**src/rtl/elevator_pkg.sv**
```systemverilog
// Shared types and constants for the elevator hall-call front end and controller.
package elevator_pkg;

  localparam int unsigned NUM_FLOORS = 8;
  localparam int unsigned FLOOR_W    = 3;
  localparam int unsigned NUM_SLOTS  = 2 * NUM_FLOORS;
  localparam int unsigned SLOT_W     = FLOOR_W + 1;

  localparam logic DIR_UP   = 1'b1;
  localparam logic DIR_DOWN = 1'b0;

  typedef enum logic [1:0] {
    NONE,
    PENDING,
    QUEUED
  } slot_state_e;

  typedef enum logic [1:0] {
    S_IDLE,
    S_ISSUE,
    S_GAP
  } issue_state_e;

  // Request payload; its bit pattern equals the slot index {dir, floor}.
  typedef struct packed {
    logic               dir;
    logic [FLOOR_W-1:0] floor;
  } req_t;

  function automatic req_t req_of(logic [SLOT_W-1:0] slot);
    return req_t'(slot);
  endfunction

  function automatic logic [SLOT_W-1:0] slot_of(req_t req);
    return {req.dir, req.floor};
  endfunction

endpackage

```
**src/rtl/button_debounce.sv**
```systemverilog
// Two-flop synchroniser plus counter debouncer for one hall button.
// Emits a one-cycle pulse when the accepted level rises.
module button_debounce #(
  parameter int unsigned DEBOUNCE_CYCLES = 4
) (
  input  logic clk_i,
  input  logic rst_ni,
  input  logic raw_i,
  output logic rise_o
);

  localparam int unsigned CNT_W = (DEBOUNCE_CYCLES > 1) ? $clog2(DEBOUNCE_CYCLES) : 1;
  localparam logic [CNT_W-1:0] CNT_LAST = CNT_W'(DEBOUNCE_CYCLES - 1);

  logic             sync1_q;
  logic             sync2_q;
  logic             stable_q;
  logic             rise_q;
  logic [CNT_W-1:0] cnt_q;

  always_ff @(posedge clk_i or negedge rst_ni) begin
    if (!rst_ni) begin
      sync1_q  <= 1'b0;
      sync2_q  <= 1'b0;
      stable_q <= 1'b0;
      rise_q   <= 1'b0;
      cnt_q    <= '0;
    end else begin
      sync1_q <= raw_i;
      sync2_q <= sync1_q;
      rise_q  <= 1'b0;
      // Flip only after DEBOUNCE_CYCLES consecutive disagreeing samples.
      if (sync2_q != stable_q) begin
        if (cnt_q == CNT_LAST) begin
          stable_q <= sync2_q;
          rise_q   <= sync2_q;
          cnt_q    <= '0;
        end else begin
          cnt_q <= cnt_q + CNT_W'(1);
        end
      end else begin
        cnt_q <= '0;
      end
    end
  end

  assign rise_o = rise_q;

endmodule

```
**src/rtl/elevator_request_scanner.sv**
```systemverilog
// Hall-call front end: debounces 16 buttons, latches calls per slot, arbitrates
// round-robin into a FIFO and drains it as gapped single-cycle request strobes.
module elevator_request_scanner
  import elevator_pkg::*;
#(
  parameter int unsigned DEBOUNCE_CYCLES = 4,
  parameter int unsigned FIFO_DEPTH      = 4,
  parameter int unsigned GAP_CYCLES      = 2
) (
  input  logic                  clk_i,
  input  logic                  rst_ni,
  input  logic [NUM_FLOORS-1:0] btn_up_i,
  input  logic [NUM_FLOORS-1:0] btn_down_i,
  output logic                  req_valid_o,
  output logic [FLOOR_W-1:0]    req_floor_o,
  output logic                  req_direction_o,
  output logic [NUM_FLOORS-1:0] pending_up_o,
  output logic [NUM_FLOORS-1:0] pending_down_o,
  output logic                  queue_full_o
);

  localparam int unsigned PTR_W = $clog2(FIFO_DEPTH);
  localparam int unsigned CNT_W = PTR_W + 1;
  localparam int unsigned GAP_W = (GAP_CYCLES > 1) ? $clog2(GAP_CYCLES) : 1;
  localparam logic [GAP_W-1:0]  GAP_LAST    = GAP_W'((GAP_CYCLES > 0) ? GAP_CYCLES - 1 : 0);
  localparam logic [SLOT_W-1:0] SLOT_DOWN0  = {DIR_DOWN, FLOOR_W'(0)};
  localparam logic [SLOT_W-1:0] SLOT_UP_TOP = {DIR_UP, FLOOR_W'(NUM_FLOORS - 1)};

  logic [NUM_SLOTS-1:0] raw;
  logic [NUM_SLOTS-1:0] rise;
  logic [NUM_SLOTS-1:0] rise_ok;

  slot_state_e          slot_q [NUM_SLOTS];
  slot_state_e          slot_d [NUM_SLOTS];
  logic [NUM_SLOTS-1:0] pending_q;
  logic [SLOT_W-1:0]    rr_q;

  req_t                 fifo_q [FIFO_DEPTH];
  logic [PTR_W-1:0]     wr_ptr_q;
  logic [PTR_W-1:0]     rd_ptr_q;
  logic [CNT_W-1:0]     count_q;
  logic [CNT_W-1:0]     count_d;
  logic                 full_q;

  issue_state_e         state_q;
  logic [GAP_W-1:0]     gap_q;
  logic                 req_valid_q;
  req_t                 out_q;

  logic                 grant_vld;
  logic [SLOT_W-1:0]    grant_idx;
  logic [SLOT_W-1:0]    scan_idx;
  logic                 fifo_full;
  logic                 push;
  logic                 pop;
  logic                 fsm_ready;

  assign raw = {btn_up_i, btn_down_i};

  for (genvar g = 0; g < NUM_SLOTS; g++) begin : g_btn
    button_debounce #(
      .DEBOUNCE_CYCLES(DEBOUNCE_CYCLES)
    ) u_debounce (
      .clk_i (clk_i),
      .rst_ni(rst_ni),
      .raw_i (raw[g]),
      .rise_o(rise[g])
    );
  end

  // Top-floor up and ground-floor down buttons have no meaning.
  always_comb begin
    rise_ok = '0;
    for (int unsigned i = 0; i < NUM_SLOTS; i++) begin
      rise_ok[i] = rise[i] && (SLOT_W'(i) != SLOT_DOWN0) && (SLOT_W'(i) != SLOT_UP_TOP);
    end
  end

  // Round-robin search for the first pending slot at or after rr_q.
  always_comb begin
    grant_vld = 1'b0;
    grant_idx = '0;
    scan_idx  = '0;
    for (int unsigned k = 0; k < NUM_SLOTS; k++) begin
      scan_idx = rr_q + SLOT_W'(k);
      if (!grant_vld && slot_q[scan_idx] == PENDING) begin
        grant_vld = 1'b1;
        grant_idx = scan_idx;
      end
    end
  end

  assign fifo_full = (count_q == CNT_W'(FIFO_DEPTH));
  assign push      = grant_vld && !fifo_full;

  // The issuer may take a new entry directly at the end of ISSUE/GAP.
  always_comb begin
    fsm_ready = 1'b0;
    if (state_q == S_IDLE) begin
      fsm_ready = 1'b1;
    end else if (state_q == S_ISSUE && GAP_CYCLES == 0) begin
      fsm_ready = 1'b1;
    end else if (state_q == S_GAP && gap_q == GAP_LAST) begin
      fsm_ready = 1'b1;
    end
  end

  assign pop     = fsm_ready && (count_q != '0);
  assign count_d = count_q + CNT_W'(push) - CNT_W'(pop);

  always_comb begin
    for (int unsigned i = 0; i < NUM_SLOTS; i++) begin
      slot_d[i] = slot_q[i];
      if (rise_ok[i] && slot_q[i] == NONE) begin
        slot_d[i] = PENDING;
      end
    end
    if (push) begin
      slot_d[grant_idx] = QUEUED;
    end
    if (state_q == S_ISSUE) begin
      slot_d[slot_of(out_q)] = NONE;
    end
  end

  always_ff @(posedge clk_i or negedge rst_ni) begin
    if (!rst_ni) begin
      for (int unsigned i = 0; i < NUM_SLOTS; i++) begin
        slot_q[i] <= NONE;
      end
      pending_q <= '0;
      rr_q      <= '0;
      wr_ptr_q  <= '0;
      rd_ptr_q  <= '0;
      count_q   <= '0;
      full_q    <= 1'b0;
    end else begin
      for (int unsigned i = 0; i < NUM_SLOTS; i++) begin
        slot_q[i]    <= slot_d[i];
        pending_q[i] <= (slot_d[i] != NONE);
      end
      if (push) begin
        wr_ptr_q <= wr_ptr_q + PTR_W'(1);
        rr_q     <= grant_idx + SLOT_W'(1);
      end
      if (pop) begin
        rd_ptr_q <= rd_ptr_q + PTR_W'(1);
      end
      count_q <= count_d;
      full_q  <= (count_d == CNT_W'(FIFO_DEPTH));
    end
  end

  always_ff @(posedge clk_i) begin
    if (push) begin
      fifo_q[wr_ptr_q] <= req_of(grant_idx);
    end
  end

  // Issue FSM; out_q keeps the last request so floor/direction hold between strobes.
  always_ff @(posedge clk_i or negedge rst_ni) begin
    if (!rst_ni) begin
      state_q     <= S_IDLE;
      gap_q       <= '0;
      req_valid_q <= 1'b0;
      out_q       <= '0;
    end else begin
      req_valid_q <= 1'b0;
      if (pop) begin
        out_q       <= fifo_q[rd_ptr_q];
        req_valid_q <= 1'b1;
        state_q     <= S_ISSUE;
      end else begin
        case (state_q)
          S_IDLE: ;
          S_ISSUE: begin
            gap_q   <= '0;
            state_q <= (GAP_CYCLES == 0) ? S_IDLE : S_GAP;
          end
          S_GAP: begin
            if (gap_q == GAP_LAST) begin
              state_q <= S_IDLE;
            end else begin
              gap_q <= gap_q + GAP_W'(1);
            end
          end
          default: state_q <= S_IDLE;
        endcase
      end
    end
  end

  assign req_valid_o     = req_valid_q;
  assign req_floor_o     = out_q.floor;
  assign req_direction_o = out_q.dir;
  assign pending_down_o  = pending_q[NUM_FLOORS-1:0];
  assign pending_up_o    = pending_q[NUM_SLOTS-1:NUM_FLOORS];
  assign queue_full_o    = full_q;

endmodule

```
**config.mk**
```make
export PLATFORM = sky130hd
export DESIGN_NAME = elevator_request_scanner
export DESIGN_NICKNAME = d
export VERILOG_FILES = /design/src/rtl/elevator_pkg.sv /design/src/rtl/button_debounce.sv /design/src/rtl/elevator_request_scanner.sv
export SDC_FILE = /design/constraint.sdc
export NUM_CORES = 1
export LEC_CHECK = 0
export CAP_MARGIN = 20
export CORE_MARGIN = 3
export CORE_UTILIZATION = 55
export DETAILED_ROUTE_END_ITERATION = 8
export PLACE_DENSITY = 0.78
export SLEW_MARGIN = 20
export SYNTH_ARGS = -nofsm -noshare
export SYNTH_HDL_FRONTEND = slang
export SYNTH_SLANG_ARGS = --single-unit
export TNS_END_PERCENT = 50
```
**constraint.sdc**
```tcl
create_clock -name clk_i -period 5.1 [get_ports clk_i]
set_clock_uncertainty 0.2 [all_clocks]
set_input_delay 1.53 -clock clk_i [delete_from_list [all_inputs] [get_ports clk_i]]
set_output_delay 1.53 -clock clk_i [all_outputs]
set_load 0.02 [all_outputs]
```
==> reports/qor.txt <==
Top_reg_cell synth = dfrtp_1
Post-CTS setup buffers = 0
WP data arrival = 5.01 ns
RR Endpoint = slot_q[15]
CTS Hold Bufs = 0
Clock Sinks = 168
Leading cell types in the layout, fill and taps excluded = 152 x dfrtp_1, 62 x a21oi_1, 51 x nor2_1
H-tree depth = 4
Slew Limit Fails = 0
Post-route DRC = 0
R2r setup slk = 0.23 ns
Setup crit end kind = flip-flop
Worst setup startpoint = rr_q[1]
Mean Syn Cell Area = 11.1 um^2
Synth Area in Compound Gates = 13.1%
Root buf cell = clkbuf_16
Xor/xnor cell area share of the yosys netlist = 3.18%
F_max = 0.206 GHz
Via density = 6.24
Worst slew margin = 34.1%
CP startpoint kind = flip-flop
Synth Warn # = 0
Setup repair after global routing missed its margin = false
Worst R2R Path Depth = 16
CTS tree = yes
CTS Buf Count = 17
Worst-path cell chain = inv_1 -> buf_4 -> ha_1 -> inv_1 -> mux4_2 -> a22oi_1 -> nand2_1 -> nor4_4 -> buf_4 -> nand3_2 -> or3_1 -> a31o_1 -> inv_2 -> and3_1 -> nand3_1 -> a21oi_1
Die Wd = 135 um
First-pass GRT wire length = 35,300 um
Fin nets = 928
Vias in the first global route = 6,902
CP Data Required Time = 5.25 ns
Row Count = 46
Post-synthesis adder-cell area fraction = 5.03%
Ant diodes = 0
DP Wirelength = 15,500 um
Worst reg2reg path startpoint = rr_q[1]
Synth area leaders = dfrtp_1 42%, mux4_2 5.4%, edfxtp_1 5.3%
Port buffer count = 37
Main combinational cell family by area after synthesis = simple AND/OR/NAND/NOR gates
Commonest non-fill, non-tap cell in the layout = dfrtp_1
EDFF count, synth = 16
Simple logic cell fraction of the synthesized area = 17.9%
Total gr overflow = 0
Worst setup path end = slot_q[15]
Number of max-cap violations = 0
Period utilization = 95.4%
Core area = 16,100 um^2
Mapped Nets = 872
Starting Density = 56.7%
Gpl congestion = 0.998
Die ar. = 18,100 um^2
CP Max Fanout = 14
Crit path kind = flip-flop to flip-flop
FF+latch count, synth = 168
Post-synthesis cell type count = 79
Setup TNS = 0 ns
Setup violations, final = 0
DIE HEIGHT = 135 um
Post-synthesis sequential area ratio = 47.1%
All-layer global routing usage = 24.7%
CTS resizes = 0
Share of layout cells above drive strength 1 = 15.3%
DR iter-0 viols = 588
Antenna violations before repair = 0
Outcome = completed
Total number of vias = 6,874
Post-synth top area share = 41.8%
Post-synthesis mux area share = 10.6%
Mapped Area = 9100 um^2
Clock-pin slew on the worst setup and hold paths = 0.07 ns
Ys async rst share = 90.5%
Slew @ Worst Pin = 0.989 ns
1st-pass router iterations = 5
Latest clock arrival within the worst-skew pair = 0.42 ns
Num ports = 40
Synthesis-to-layout area growth = 14.7%
Wirelength per Cell = 19.7 um
Pin count of the biggest net entering global routing = 115
DRT antenna net count = 0
CP peak stage delay = 0.42 ns
Post-Syn Instances = 818
Count of final hold-check violations = 0
Post-route minimum period = 4.87 ns
Hold Path Class = flip-flop to flip-flop
Hold path start = g_btn[6].u_debounce.sync1_q
CP max-delay cell = and3_1
Bufs on Longest Clock Path = 2
Synth area leader = dfrtp_1
WL final = 21,700 um
## critical path: cells and delay by family, from the launching register on
| family | cells | cell delay (ns) |
|---|---|---|
| flip-flops | 1 | 0.38 |
| buffers and inverters | 5 | 1.00 |
| AND/OR/NAND/NOR | 6 | 1.62 |
| adder cells (fa/ha/maj) | 1 | 0.40 |
| AO/OA/AOI/OAI | 3 | 0.78 |
| multiplexers | 1 | 0.39 |
## how the worst min path moves through the flow
| stage | endpoint | cells after the start |
|---|---|---|
| 2_1_floorplan | g_btn[10].u_debounce.sync2_q | 0 |
| 3_3_place_gp | g_btn[4].u_debounce.sync2_q | 0 |
| 3_5_place_dp | g_btn[4].u_debounce.sync2_q | 0 |
| 4_1_cts | g_btn[4].u_debounce.sync2_q | 0 |
| 5_1_grt | g_btn[4].u_debounce.sync2_q | 0 |
| 6_report | g_btn[6].u_debounce.sync2_q | 0 |
## synth_stat cells (all sizes together) (7+ instances only)
cell     instances
xnor2           27
o21ai           14
buf             22
o2111ai          8
or2              7
mux4            22
a311oi          14
inv             33
nand3b           8
edfxtp          16
o22ai           10
a31oi            9
and3b           16
nand4           12
nor3            34
a21oi           63
nand2           28
nor4             7
clkbuf           9
nor2b           32
nand2b          21
mux2i           16
mux2            26
dfrtp          152
nand3           18
o211ai           8
and2            10
ha              35
nor2            51
## flip-flops by register name, summed over array words and instances, names as in the netlist
register and count:
fifo_q 16, g_btn.u_debounce.stable_q 14, pending_q 16, state_q 2, g_btn.u_debounce.rise_o 14, count_q 3
g_btn.u_debounce.sync1_q 14, rr_q 4, slot_q 32, req_floor_o 3, g_btn.u_debounce.cnt_q 28, req_direction_o 1
wr_ptr_q 2, queue_full_o 1, gap_q 1, req_valid_o 1, g_btn.u_debounce.sync2_q 14, rd_ptr_q 2
## through the flow
step	util [%]	instances	hold slack, ns	instance area (um^2)	setup WS (ns)
2_1_floorplan	-	818	0.131	9130	0.0286
3_3_place_gp	61.4	1071	0.132	9850	0.295
3_5_place_dp	61.4	1071	0.136	9850	0.226
4_1_cts	65.0	1102	0.149	10400	0.147
5_1_grt	65.0	1102	0.155	10400	0.106
6_report	65.0	1102	0.148	10400	0.235
## routing by layer
layer	track usage, %	share of wire [%]
met2	40.9	50
met4	11.3	3.3
met5	0	0
met1	32.4	41
met3	3.84	5.2
## area by class of cell
class | instances | area, um^2
Clock buffer | 20 | 468
Clock inverter | 11 | 111
Fill cell | 1205 | 5620
Inverter | 34 | 129
Multi-Input combinational cell | 585 | 4550
Sequential cell | 168 | 4280
Tap cell | 216 | 270
Timing Repair Buffer | 68 | 629
## logic make-up after synthesis
family                   after synthesis
buffers and inverters                 65
AO/OA/AOI/OAI                        175
flip-flops                           168
XOR/XNOR                              33
multiplexers                          64
AND/OR/NAND/NOR                      277
adder cells (fa/ha/maj)               36
Power is left out: the tool's default activity adds up to more than one toggle a clock period on the data nets, which glitch-free logic cannot reach.
